`config.mk`:
```
export PLATFORM = sky130hd
export DESIGN_NAME = conv_acc_seq_flat
export DESIGN_NICKNAME = d
export VERILOG_FILES = /design/src/rtl/conv_acc_pkg.sv /design/src/rtl/conv_acc_seq_if.sv /design/src/rtl/conv_mac_unit.sv /design/src/rtl/conv_acc_seq.sv /design/src/flat_wrapper.sv
export SDC_FILE = /design/constraint.sdc
export NUM_CORES = 2
export LEC_CHECK = 0
export CAP_MARGIN = 5
export CELL_PAD_IN_SITES_DETAIL_PLACEMENT = 0
export CELL_PAD_IN_SITES_GLOBAL_PLACEMENT = 1
export CORE_MARGIN = 1.5
export CORE_UTILIZATION = 54
export CTS_CLUSTER_DIAMETER = 80
export CTS_CLUSTER_SIZE = 10
export DETAILED_ROUTE_END_ITERATION = 6
export PLACE_DENSITY_LB_ADDON = 0.1
export SLEW_MARGIN = 20
export SYNTH_ARGS = -nofsm -noshare
export SYNTH_HDL_FRONTEND = slang
export SYNTH_HIERARCHICAL = 1
export SYNTH_SLANG_ARGS = --single-unit
export TNS_END_PERCENT = 10
```
`constraint.sdc`:
```
create_clock -name clk -period 24 [get_ports clk]
set_input_delay 2.4 -clock clk [delete_from_list [all_inputs] [get_ports clk]]
set_output_delay 2.4 -clock clk [all_outputs]
set_load 0.05 [all_outputs]
```
`src/rtl/conv_acc_pkg.sv`:
```
// Shared definitions for the sequential convolution accelerator:
// register word offsets, CTRL/STATUS bit positions and FSM encoding.
package conv_acc_pkg;

    // Word offsets of the register map (compared after resizing to ADDR_W)
    localparam logic [7:0] REG_CTRL        = 8'h00;
    localparam logic [7:0] REG_STATUS      = 8'h01;
    localparam logic [7:0] REG_RESULT      = 8'h02;
    localparam logic [7:0] REG_BIAS        = 8'h03;
    localparam logic [7:0] REG_CYCLES      = 8'h04;
    localparam logic [7:0] REG_KERNEL_BASE = 8'h40;
    localparam logic [7:0] REG_WINDOW_BASE = 8'h80;

    // CTRL bit positions
    localparam int CTRL_START    = 0;
    localparam int CTRL_RELU     = 1;
    localparam int CTRL_IRQ_EN   = 2;
    localparam int CTRL_SHIFT_LO = 8;
    localparam int CTRL_SHIFT_HI = 12;

    // STATUS bit positions
    localparam int STAT_BUSY = 0;
    localparam int STAT_DONE = 1;
    localparam int STAT_OVF  = 2;
    localparam int STAT_ERR  = 3;

    // Sequencer states
    typedef enum logic [1:0] {
        ST_IDLE   = 2'd0,
        ST_RUN    = 2'd1,
        ST_FINISH = 2'd2
    } conv_state_e;

endpackage

```
`src/rtl/conv_acc_seq_if.sv`:
```
// Word-register peripheral bus between the CPU and the accelerator.
// Access semantics: en qualifies a single-cycle access in the cycle it is
// high (we=1 write of din, we=0 read); there is no backpressure, every
// access completes in that cycle, and read data appears on dout one cycle
// later (dout is 0 in every cycle that follows a non-read). irq is a level.
interface conv_acc_seq_if #(
    parameter int ADDR_W = 8
);
    logic [ADDR_W-1:0] addr;
    logic              en;
    logic              we;
    logic [31:0]       din;
    logic [31:0]       dout;
    logic              irq;

    modport master (output addr, en, we, din, input dout, irq);
    modport slave  (input addr, en, we, din, output dout, irq);
endinterface

```
`src/rtl/conv_mac_unit.sv`:
```
// Datapath of the accelerator: one signed multiply-accumulate per cycle,
// plus the post-processing applied to the final sum (arithmetic shift,
// saturation to OUT_W, optional ReLU). Purely combinational.
module conv_mac_unit #(
    parameter int DATA_W = 16,
    parameter int ACC_W  = 40,
    parameter int OUT_W  = 32
) (
    input  logic signed [DATA_W-1:0] win,
    input  logic signed [DATA_W-1:0] ker,
    input  logic signed [ACC_W-1:0]  acc_in,
    input  logic        [4:0]        shift,
    input  logic                     relu_en,
    output logic signed [ACC_W-1:0]  acc_sum,
    output logic signed [OUT_W-1:0]  res,
    output logic                     clip
);

    localparam logic signed [ACC_W-1:0] SAT_MAX =
        {{(ACC_W-OUT_W+1){1'b0}}, {(OUT_W-1){1'b1}}};
    localparam logic signed [ACC_W-1:0] SAT_MIN =
        {{(ACC_W-OUT_W+1){1'b1}}, {(OUT_W-1){1'b0}}};
    localparam logic signed [OUT_W-1:0] OUT_MAX = {1'b0, {(OUT_W-1){1'b1}}};
    localparam logic signed [OUT_W-1:0] OUT_MIN = {1'b1, {(OUT_W-1){1'b0}}};

    logic signed [2*DATA_W-1:0] prod;
    logic signed [ACC_W-1:0]    shifted;

    // Full-precision product, sign-extended into the accumulator width
    always_comb begin
        prod    = win * ker;
        acc_sum = acc_in + {{(ACC_W-2*DATA_W){prod[2*DATA_W-1]}}, prod};
    end

    // Floor shift, clip to the OUT_W range, then ReLU on the clipped value
    always_comb begin
        shifted = acc_in >>> shift;
        clip    = 1'b0;
        if (shifted > SAT_MAX) begin
            res  = OUT_MAX;
            clip = 1'b1;
        end else if (shifted < SAT_MIN) begin
            res  = OUT_MIN;
            clip = 1'b1;
        end else begin
            res = shifted[OUT_W-1:0];
        end
        if (relu_en && res[OUT_W-1]) begin
            res = '0;
        end
    end

endmodule

```
`src/rtl/conv_acc_seq.sv`:
```
// KxK signed convolution accelerator on the word-register bus.
// Holds the register file, bus decode and the IDLE->RUN->FINISH sequencer;
// the arithmetic lives in conv_mac_unit. One tap is accumulated per cycle.
module conv_acc_seq
    import conv_acc_pkg::*;
#(
    parameter int K      = 3,
    parameter int DATA_W = 16,
    parameter int ACC_W  = 40,
    parameter int OUT_W  = 32,
    parameter int ADDR_W = 8
) (
    input  logic            clk,
    input  logic            rst_n,
    conv_acc_seq_if.slave   bus,
    output conv_state_e     dbg_state
);

    localparam int N     = K * K;
    localparam int IDX_W = (N > 1) ? $clog2(N) : 1;
    localparam logic [31:0] RUN_CYCLES = 32'(N + 1);

    // Configuration and data registers
    logic                     relu_en_q;
    logic                     irq_en_q;
    logic [4:0]               shift_q;
    logic signed [DATA_W-1:0] bias_q;
    logic signed [DATA_W-1:0] kernel_q [N];
    logic signed [DATA_W-1:0] window_q [N];

    // Run state and results
    conv_state_e              state_q, state_d;
    logic signed [ACC_W-1:0]  acc_q;
    logic [IDX_W-1:0]         idx_q;
    logic signed [OUT_W-1:0]  result_q;
    logic [31:0]              cycles_q;
    logic                     done_q, ovf_q, err_q;
    logic                     done_d, ovf_d, err_d;

    // Datapath outputs
    logic signed [ACC_W-1:0]  mac_acc_sum;
    logic signed [OUT_W-1:0]  mac_res;
    logic                     mac_clip;

    // Bus decode
    logic              wr, rd, busy;
    logic              hit_ctrl, hit_status, hit_result, hit_bias, hit_cycles;
    logic              hit_kernel, hit_window;
    logic [IDX_W-1:0]  kernel_sel, window_sel;
    logic              data_wr, start_go, status_w1c;
    logic [31:0]       rdata;
    logic              unused_din;

    assign wr   = bus.en & bus.we;
    assign rd   = bus.en & ~bus.we;
    assign busy = (state_q != ST_IDLE);

    assign hit_ctrl   = (bus.addr == ADDR_W'(REG_CTRL));
    assign hit_status = (bus.addr == ADDR_W'(REG_STATUS));
    assign hit_result = (bus.addr == ADDR_W'(REG_RESULT));
    assign hit_bias   = (bus.addr == ADDR_W'(REG_BIAS));
    assign hit_cycles = (bus.addr == ADDR_W'(REG_CYCLES));
    assign hit_kernel = (bus.addr >= ADDR_W'(REG_KERNEL_BASE)) &&
                        (bus.addr <  ADDR_W'(REG_KERNEL_BASE) + ADDR_W'(N));
    assign hit_window = (bus.addr >= ADDR_W'(REG_WINDOW_BASE)) &&
                        (bus.addr <  ADDR_W'(REG_WINDOW_BASE) + ADDR_W'(N));
    assign kernel_sel = IDX_W'(bus.addr - ADDR_W'(REG_KERNEL_BASE));
    assign window_sel = IDX_W'(bus.addr - ADDR_W'(REG_WINDOW_BASE));

    // Writes to the run-time configuration are only legal while idle
    assign data_wr    = wr & (hit_ctrl | hit_bias | hit_kernel | hit_window);
    assign start_go   = !busy && wr && hit_ctrl && bus.din[CTRL_START];
    assign status_w1c = wr & hit_status;

    // Only the low DATA_W / field bits of din are meaningful
    assign unused_din = ^bus.din;

    assign bus.irq   = done_q & irq_en_q;
    assign dbg_state = state_q;

    conv_mac_unit #(
        .DATA_W (DATA_W),
        .ACC_W  (ACC_W),
        .OUT_W  (OUT_W)
    ) u_mac (
        .win     (window_q[idx_q]),
        .ker     (kernel_q[idx_q]),
        .acc_in  (acc_q),
        .shift   (shift_q),
        .relu_en (relu_en_q),
        .acc_sum (mac_acc_sum),
        .res     (mac_res),
        .clip    (mac_clip)
    );

    // Sequencer state register
    always_ff @(posedge clk or negedge rst_n) begin
        if (!rst_n) state_q <= ST_IDLE;
        else        state_q <= state_d;
    end

    // Sequencer next state: start in IDLE, N accumulate cycles, one finish cycle
    always_comb begin
        state_d = state_q;
        case (state_q)
            ST_IDLE:   if (start_go) state_d = ST_RUN;
            ST_RUN:    if (idx_q == IDX_W'(N - 1)) state_d = ST_FINISH;
            ST_FINISH: state_d = ST_IDLE;
            default:   state_d = ST_IDLE;
        endcase
    end

    // Sticky status next value; a finishing run wins over a same-cycle W1C
    always_comb begin
        done_d = done_q;
        ovf_d  = ovf_q;
        err_d  = err_q;
        if (status_w1c) begin
            if (bus.din[STAT_DONE]) done_d = 1'b0;
            if (bus.din[STAT_OVF])  ovf_d  = 1'b0;
            if (bus.din[STAT_ERR])  err_d  = 1'b0;
        end
        if (busy && data_wr) err_d = 1'b1;
        if (start_go) begin
            done_d = 1'b0;
            ovf_d  = 1'b0;
        end
        if (state_q == ST_FINISH) begin
            done_d = 1'b1;
            if (mac_clip) ovf_d = 1'b1;
        end
    end

    // Host-writable configuration and operand registers (idle only)
    always_ff @(posedge clk or negedge rst_n) begin
        if (!rst_n) begin
            relu_en_q <= 1'b0;
            irq_en_q  <= 1'b0;
            shift_q   <= '0;
            bias_q    <= '0;
            for (int i = 0; i < N; i++) begin
                kernel_q[i] <= '0;
                window_q[i] <= '0;
            end
        end else if (wr && !busy) begin
            if (hit_ctrl) begin
                relu_en_q <= bus.din[CTRL_RELU];
                irq_en_q  <= bus.din[CTRL_IRQ_EN];
                shift_q   <= bus.din[CTRL_SHIFT_HI:CTRL_SHIFT_LO];
            end
            if (hit_bias)   bias_q               <= bus.din[DATA_W-1:0];
            if (hit_kernel) kernel_q[kernel_sel] <= bus.din[DATA_W-1:0];
            if (hit_window) window_q[window_sel] <= bus.din[DATA_W-1:0];
        end
    end

    // Accumulator, tap index, result capture and sticky status
    always_ff @(posedge clk or negedge rst_n) begin
        if (!rst_n) begin
            acc_q    <= '0;
            idx_q    <= '0;
            result_q <= '0;
            cycles_q <= '0;
            done_q   <= 1'b0;
            ovf_q    <= 1'b0;
            err_q    <= 1'b0;
        end else begin
            done_q <= done_d;
            ovf_q  <= ovf_d;
            err_q  <= err_d;
            case (state_q)
                ST_IDLE: begin
                    if (start_go) begin
                        acc_q <= ACC_W'(bias_q);
                        idx_q <= '0;
                    end
                end
                ST_RUN: begin
                    acc_q <= mac_acc_sum;
                    idx_q <= idx_q + 1'b1;
                end
                ST_FINISH: begin
                    result_q <= mac_res;
                    cycles_q <= RUN_CYCLES;
                end
                default: ;
            endcase
        end
    end

    // Read mux: live register values, data registers sign-extended
    always_comb begin
        rdata = '0;
        if (hit_ctrl) begin
            rdata[CTRL_RELU]                    = relu_en_q;
            rdata[CTRL_IRQ_EN]                  = irq_en_q;
            rdata[CTRL_SHIFT_HI:CTRL_SHIFT_LO]  = shift_q;
        end else if (hit_status) begin
            rdata[STAT_BUSY] = busy;
            rdata[STAT_DONE] = done_q;
            rdata[STAT_OVF]  = ovf_q;
            rdata[STAT_ERR]  = err_q;
        end else if (hit_result) begin
            rdata = 32'(result_q);
        end else if (hit_bias) begin
            rdata = 32'(bias_q);
        end else if (hit_cycles) begin
            rdata = cycles_q;
        end else if (hit_kernel) begin
            rdata = 32'(kernel_q[kernel_sel]);
        end else if (hit_window) begin
            rdata = 32'(window_q[window_sel]);
        end
    end

    // Registered read data, zero in any cycle that did not follow a read
    always_ff @(posedge clk or negedge rst_n) begin
        if (!rst_n)  bus.dout <= '0;
        else if (rd) bus.dout <= rdata;
        else         bus.dout <= '0;
    end

endmodule

```
`src/flat_wrapper.sv`:
```
// flat-port wrapper written by rule: the top's interface ports become plain ports
module conv_acc_seq_flat import conv_acc_pkg::*;
#(
    parameter int K      = 3,
    parameter int DATA_W = 16,
    parameter int ACC_W  = 40,
    parameter int OUT_W  = 32,
    parameter int ADDR_W = 8
)
  (clk, rst_n, dbg_state, bus_addr, bus_en, bus_we, bus_din, bus_dout, bus_irq);
  conv_acc_seq_if #(.ADDR_W(ADDR_W)) bus_i ();
  input  logic clk;
  input  logic rst_n;
  output conv_state_e dbg_state;
  input wire logic [$bits(bus_i.addr)-1:0] bus_addr;
  input wire logic [$bits(bus_i.en)-1:0] bus_en;
  input wire logic [$bits(bus_i.we)-1:0] bus_we;
  input wire logic [$bits(bus_i.din)-1:0] bus_din;
  output wire logic [$bits(bus_i.dout)-1:0] bus_dout;
  output wire logic [$bits(bus_i.irq)-1:0] bus_irq;
  assign bus_i.addr = bus_addr;
  assign bus_i.en = bus_en;
  assign bus_i.we = bus_we;
  assign bus_i.din = bus_din;
  assign bus_dout = bus_i.dout;
  assign bus_irq = bus_i.irq;
  conv_acc_seq #(.K(K), .DATA_W(DATA_W), .ACC_W(ACC_W), .OUT_W(OUT_W), .ADDR_W(ADDR_W)) u_core (.clk(clk), .rst_n(rst_n), .bus(bus_i), .dbg_state(dbg_state));
endmodule
```
* After elaboration in Yosys (flattened, before gate mapping)
Cells that the tools add are included.
** Storage, ports and cells
- Register bits :: 425
- Input bits :: 44
- Output and inout port bits :: 35
** Cells by class
- Add/sub/neg operators :: 4
- $mul :: 1
- Magnitude comparators :: 11
- Equality and inequality tests :: 9
- Shifts and indexed selects :: 1
- Mux-type cells :: 55
- Bitwise gates (word level) :: 12
- Reductions and logical operators :: 26
** Operator list (number)
- bitwise mux 144 bit :: 2
- two-way mux 32 bit :: 9
- binary-select mux 16 bit (select 4 bit) :: 4
- two-way mux 16 bit :: 10
- demux 16 bit (select 4 bit) :: 2
- one-hot mux 40 bit (2 select lines) :: 1
- adder 40 bit :: 1
- > comparator 40 x 32 -> 1 bit (second input constant) :: 1
- < comparator 40 x 32 -> 1 bit (second input constant) :: 1
- two-way mux 40 bit :: 1
- >>> shifter 40 x 5 -> 40 bit :: 1
- multiplier 16 x 16 -> 32 bit :: 1
- two-way mux 28 bit :: 1
- two-way mux 19 bit :: 1
- == test 8 x 2 -> 1 bit (second input constant) :: 2
- AND reduction 2 bit :: 8
- >= comparator 5 bit (second input constant) :: 3
- two-way mux 1 bit :: 15
- inverter 4 -> 5 bit :: 3
- < comparator 5 x 1 -> 1 bit (second input constant) :: 2
- two-way mux 5 bit :: 2
- logical AND 1 bit :: 9
- == test 8 x 1 -> 1 bit (second input constant) :: 1
- == test 8 x 3 -> 1 bit (second input constant) :: 1
- other kinds (22) :: 37

* Depth between registers and ports, before layout
- Depth after elaboration :: 13
- Mapped depth :: 41
- Gate-level depth less buffers :: 37

* Hierarchy
The synthesis kept the hierarchy.
** Modules (own cells, without submodules)
- conv_acc_seq :: times used 1, cells each 1630, area an instance 21610.7 sq um
- conv_mac_unit :: times used 1, cells each 1717, area an instance 14208.6 sq um

* Worst setup path before layout
OpenSTA, ideal clock, no wires.
- Path type :: reg-to-reg
- From :: reg u_core.idx_q[0]
- To :: reg u_core.acc_q[39]
- Data arrival time :: 9.382 ns
- Data required time :: 23.918 ns
- Setup slack :: 14.536 ns
- Cell stages (with the launch flop) :: 40
- Path buffers :: 4
- Period minus slack after synthesis :: 9.464 ns
- Cell sequence :: dfrtp_1 > clkbuf_1 > buf_2 > nor4b_1 > clkbuf_1 > nand2_1 > o21ai_0 > clkbuf_1 > nand2_1 > fa_1 > inv_1 > fa_1 > inv_1 > fa_1 > inv_1 > fa_1 > fa_1 > inv_1 > [4 not listed] > o31ai_1 > a211oi_1 > a221o_2 > a2111oi_2 > nor2_1 > a211oi_2 > ha_1 > a21oi_1 > o21bai_1 > a21oi_1 > nor2_1 > a211oi_1 > o21ai_0 > a31oi_1 > xor2_1 > xnor2_1 > nor2_1 > a31oi_1
** Between the ends
- Cells in the longest elaborated chain, start to end :: 7
** Ends and longest elaborated chain
- from (decl) :: line conv_acc_seq.sv:34 : logic [IDX_W-1:0] idx_q;
- from (signal assigned) :: line conv_acc_seq.sv:180 : idx_q <= idx_q + 1'b1;
- inverter 4 -> 5 bit (implied by the code) (*) :: line conv_acc_seq.sv:86, conv_acc_seq.sv:87
- binary-select mux 16 bit (select 4 bit) (on tied branches) :: line conv_acc_seq.sv:86, conv_acc_seq.sv:87
- two-way mux 16 bit (on tied branches) (2 in series) :: line conv_acc_seq.sv:86, conv_acc_seq.sv:87
- multiplier 16 x 16 -> 32 bit (*) :: line conv_mac_unit.sv:31 : prod = win * ker;
- adder 40 bit (*) :: line conv_mac_unit.sv:32 : acc_sum = acc_in + {{(ACC_W-2*DATA_W){prod[2*DATA_W-1]}}, prod};
- net u_core.mac_acc_sum[39] :: line conv_acc_seq.sv:41 : logic signed [ACC_W-1:0] mac_acc_sum;
- one-hot mux 40 bit (2 select lines) (*) :: line conv_acc_seq.sv:171 : case (state_q)
- to (signal assigned) :: line conv_acc_seq.sv:174 : acc_q <= ACC_W'(bias_q);
- to (signal assigned) :: line conv_acc_seq.sv:179 : acc_q <= mac_acc_sum;
- to (decl) :: line conv_acc_seq.sv:33 : logic signed [ACC_W-1:0] acc_q;
Mark *: on every way through the listed nets, which the timed path passes. The rest lies on a longest branch. The select of a mux whose other input is x is not followed.
A chain may end at the register's enable or synchronous reset.

* Worst setup path in the final report
Same ends and word-level chain as after synthesis.

==> out/metrics.csv <==
stage,metric,value,unit
sta,final_max_slew_viol_count,0,
layout,drive_above_1_share,0.2068,
critical_path,crit_family,adder cells,
critical_path,endpoint,u_core/acc_q[39],
clocking,cts_buffers,49,
synthesis,ys_async_sr_fraction,1.000,
sta,clock-skew-final,0.03153,ns
synthesis,synth-edff-count,0,
power,vdd_drop_max,0.05737,mV
floorplan,dieArea,67890,µm²
layout,multiInputGateArea,23080,µm²
critical_path,critPathCaptureType,flop,
power,p_per_area,47.67,nW/µm²
sta,max-slew-margin-rel,0.3083,
hold_path,hold_path_class,reg -> reg,
critical_path,start_kind,flop,
status,status,"finished, final reports clean",
critical_path,r2r-start,u_core/idx_q[0],
floorplan,pin_count,79,
critical_path,slowest_stage,buf_4,
placement,io_buffer_count,62,
routing,wl_per_cell,24.86,µm
synthesis,syn_area_per_cell,10.70,µm²
synthesis,synthFlopType,dfrtp_1,
critical_path,crit_buf_inv,4,
layout,fin_area,38510,µm²
clocking,postCtsHoldBufs,0,
clocking,root_buffer,clkbuf_16,
clocking,clock-sinks,425,
synthesis,yosys.area.top_type,dfrtp_1,
critical_path,required,24.53,ns
critical_path,regToRegSetupSlack,12.61,ns
routing,drtIter0Drc,1836,
critical_path,startpoint,u_core/idx_q[0],
layout,fillers,5591,
global_routing,grt_pass1_vias,27120,
clocking,postCtsSetupBuffers,0,
layout,syn_to_final_growth,7.514,%
synthesis,synthTopCellsByCount,"dfrtp_1 (425), mux2_2 (344), nand2_1 (314)",
clocking,htreeDepth,2,
sta,holdWs,0.4899,ns
floorplan,fp-row-count,94,
sta,max_freq,0.08782,GHz
critical_path,r2r_end,u_core/acc_q[39],
placement,gp_congestion,0.8900,
critical_path,cp.depth,35,
synthesis,synth_seq_cells,425,
synthesis,synth_warnings,6,
critical_path,critPathKind,reg -> reg,
clocking,cts_resized,0,
global_routing,antenna_found_initial,3,
clocking,clockBufferDepth,3,
routing,drtPass1Iterations,7,
sta,post-route-period-util,0.4745,
layout,final_nets,3741,
global_routing,grt.overflow.total,0,
synthesis,seq_area_frac_synth,0.2969,
sta,worst_slew_pin_slew,1.035,ns
placement,dp_hpwl,72.87,mm
critical_path,crit_path_frequent_cell,fa_1,
hold_path,hold-path-cell-count,1,
critical_path,slowest_delay,0.85,ns
synthesis,synth_top_area_frac,0.2969,
layout,final_core_util,0.5858,
critical_path,cp_max_fo,46,
run,cap_violations,0,
floorplan,dieHeight,260.6,µm
clocking,insertion_delay,0.61,ns
routing,vias_per_cell,6.222,
sta,rsz0062_at_grt,no,
floorplan,die_w,260.6,µm
synthesis,syn-cell-area,35820,µm²
synthesis,netlist_instances,3347,
synthesis,synth_area_leaders,"dfrtp_1 (30%), fa_1 (15%), mux2_2 (11%)",
synthesis,synth_cell_types,91,
routing,drt-total-wl,104.0,mm
power,leakage,18.61,nW
critical_path,arrival,11.91,ns
placement,placed_area,37110,µm²
synthesis,syn_nets,3781,
global_routing,grt_start_max_net_pins,142,
clocking,clk_pin_slew,0.06,ns
routing,via_count,26020,
synthesis,yosys.cell_count.top_type,dfrtp_1,
layout,regArea,10640,µm²
clocking,cts_tree,done,
floorplan,initial_core_util,0.5448,
sta,final.setup.tns,0,ns
routing,ant_nets,0,
global_routing,grt_pass1_wl,160.8,mm
global_routing,grt_usage,0.3125,
critical_path,reg2regPathDepth,35,
sta,period_needed,11.39,ns
floorplan,core,65750,µm²
sta,finalHoldViolCount,0,
sta,report.final.setup_viol,0,
routing,remaining_drc_errors,0,
state kept, by name (all words and copies together), names as in the netlist:
| register | count |
|---|---|
| u_core/acc_q | 40 |
| u_core/bias_q | 16 |
| u_core/bus.dout | 32 |
| u_core/cycles_q | 1 |
| u_core/dbg_state | 2 |
| u_core/done_q | 1 |
| u_core/err_q | 1 |
| u_core/idx_q | 4 |
| u_core/irq_en_q | 1 |
| u_core/kernel_q | 144 |
| u_core/ovf_q | 1 |
| u_core/relu_en_q | 1 |
| u_core/result_q | 32 |
| u_core/shift_q | 5 |
| u_core/window_q | 144 |
worst min path at each step:
stage	slack, ns	end	start
after CTS	0.49	u_core/bus.dout[15]	u_core/result_q[15]
final	0.49	u_core/bus.dout[29]	u_core/result_q[29]
after global placement	0.48	u_core/bus.dout[18]	u_core/result_q[18]
after detailed placement	0.47	u_core/bus.dout[29]	u_core/result_q[29]
after global routing	0.52	u_core/bus.dout[20]	u_core/result_q[20]
after floorplan	0.46	u_core/bus.dout[15]	u_core/result_q[15]
cells in the final DEF (no fill, tap or decap), types with 50 or more instances in the layout:
cell	instances
clkdlybuf4s50_1	58
xnor2_1	56
mux2i_1	139
nor2_1	124
buf_4	67
fa_1	263
a21oi_1	153
mux2_2	344
dfrtp_1	421
and2_1	133
inv_1	308
ha_1	127
o21ai_0	103
nand2_1	314
mux4_2	116
clkbuf_16	50
report_power, final:
| part | switching (W) | internal (W) |
|---|---|---|
| Combinational | 0.000200 | 0.000147 |
| Sequential | 0.0000469 | 0.000763 |
| Clock | 0.000293 | 0.000385 |
| Total | 0.000541 | 0.00130 |
worst reg2reg max path: cells and delay by family (launching register included):
kind            cells  cell delay [ns]
xor+xnor            3             0.95
flops               1             0.76
simple gates        5             1.00
buf+inv             4             1.05
compound gates     13             3.20
mux                 2             0.52
fa+ha+maj           8             3.84
logic make-up after synthesis:
kind of cell	synth area share
buf+inv	0.06148
flops	0.2969
xor+xnor	0.01761
fa+ha+maj	0.1914
simple gates	0.1061
compound gates	0.09987
mux	0.2267
metrics by stage:
step                instances  worst slack [ns]  power (W)
global route             4182             12.03   0.001914
global placement         4119             12.61   0.001157
detailed placement       4119             12.52   0.001164
CTS                      4180             12.45   0.001848
finish                   4182             12.61   0.001836
floorplan                3347             14.54   0.001057
layer usage:
| layer | up-vias | global-route usage | wire length, µm |
|---|---|---|---|
| li1 | 11510 | - | - |
| met1 | 13450 | 0.4123 | 43320 |
| met2 | 853 | 0.5160 | 49820 |
| met3 | 209 | 0.04419 | 6074 |
| met4 | 0 | 0.1368 | 4745 |
| met5 | - | 0 | 0 |
layout make-up:
type,count,area share
diodes,1,0.00006498
clock buffers,57,0.03343
clock inverters,4,0.001949
inverters,312,0.03041
multi-input cells,2387,0.5993
flip-flops and latches,425,0.2764
well taps,864,0.02807
repair buffers,132,0.03041
No activity file was read; power rests on OpenSTA's default activity.
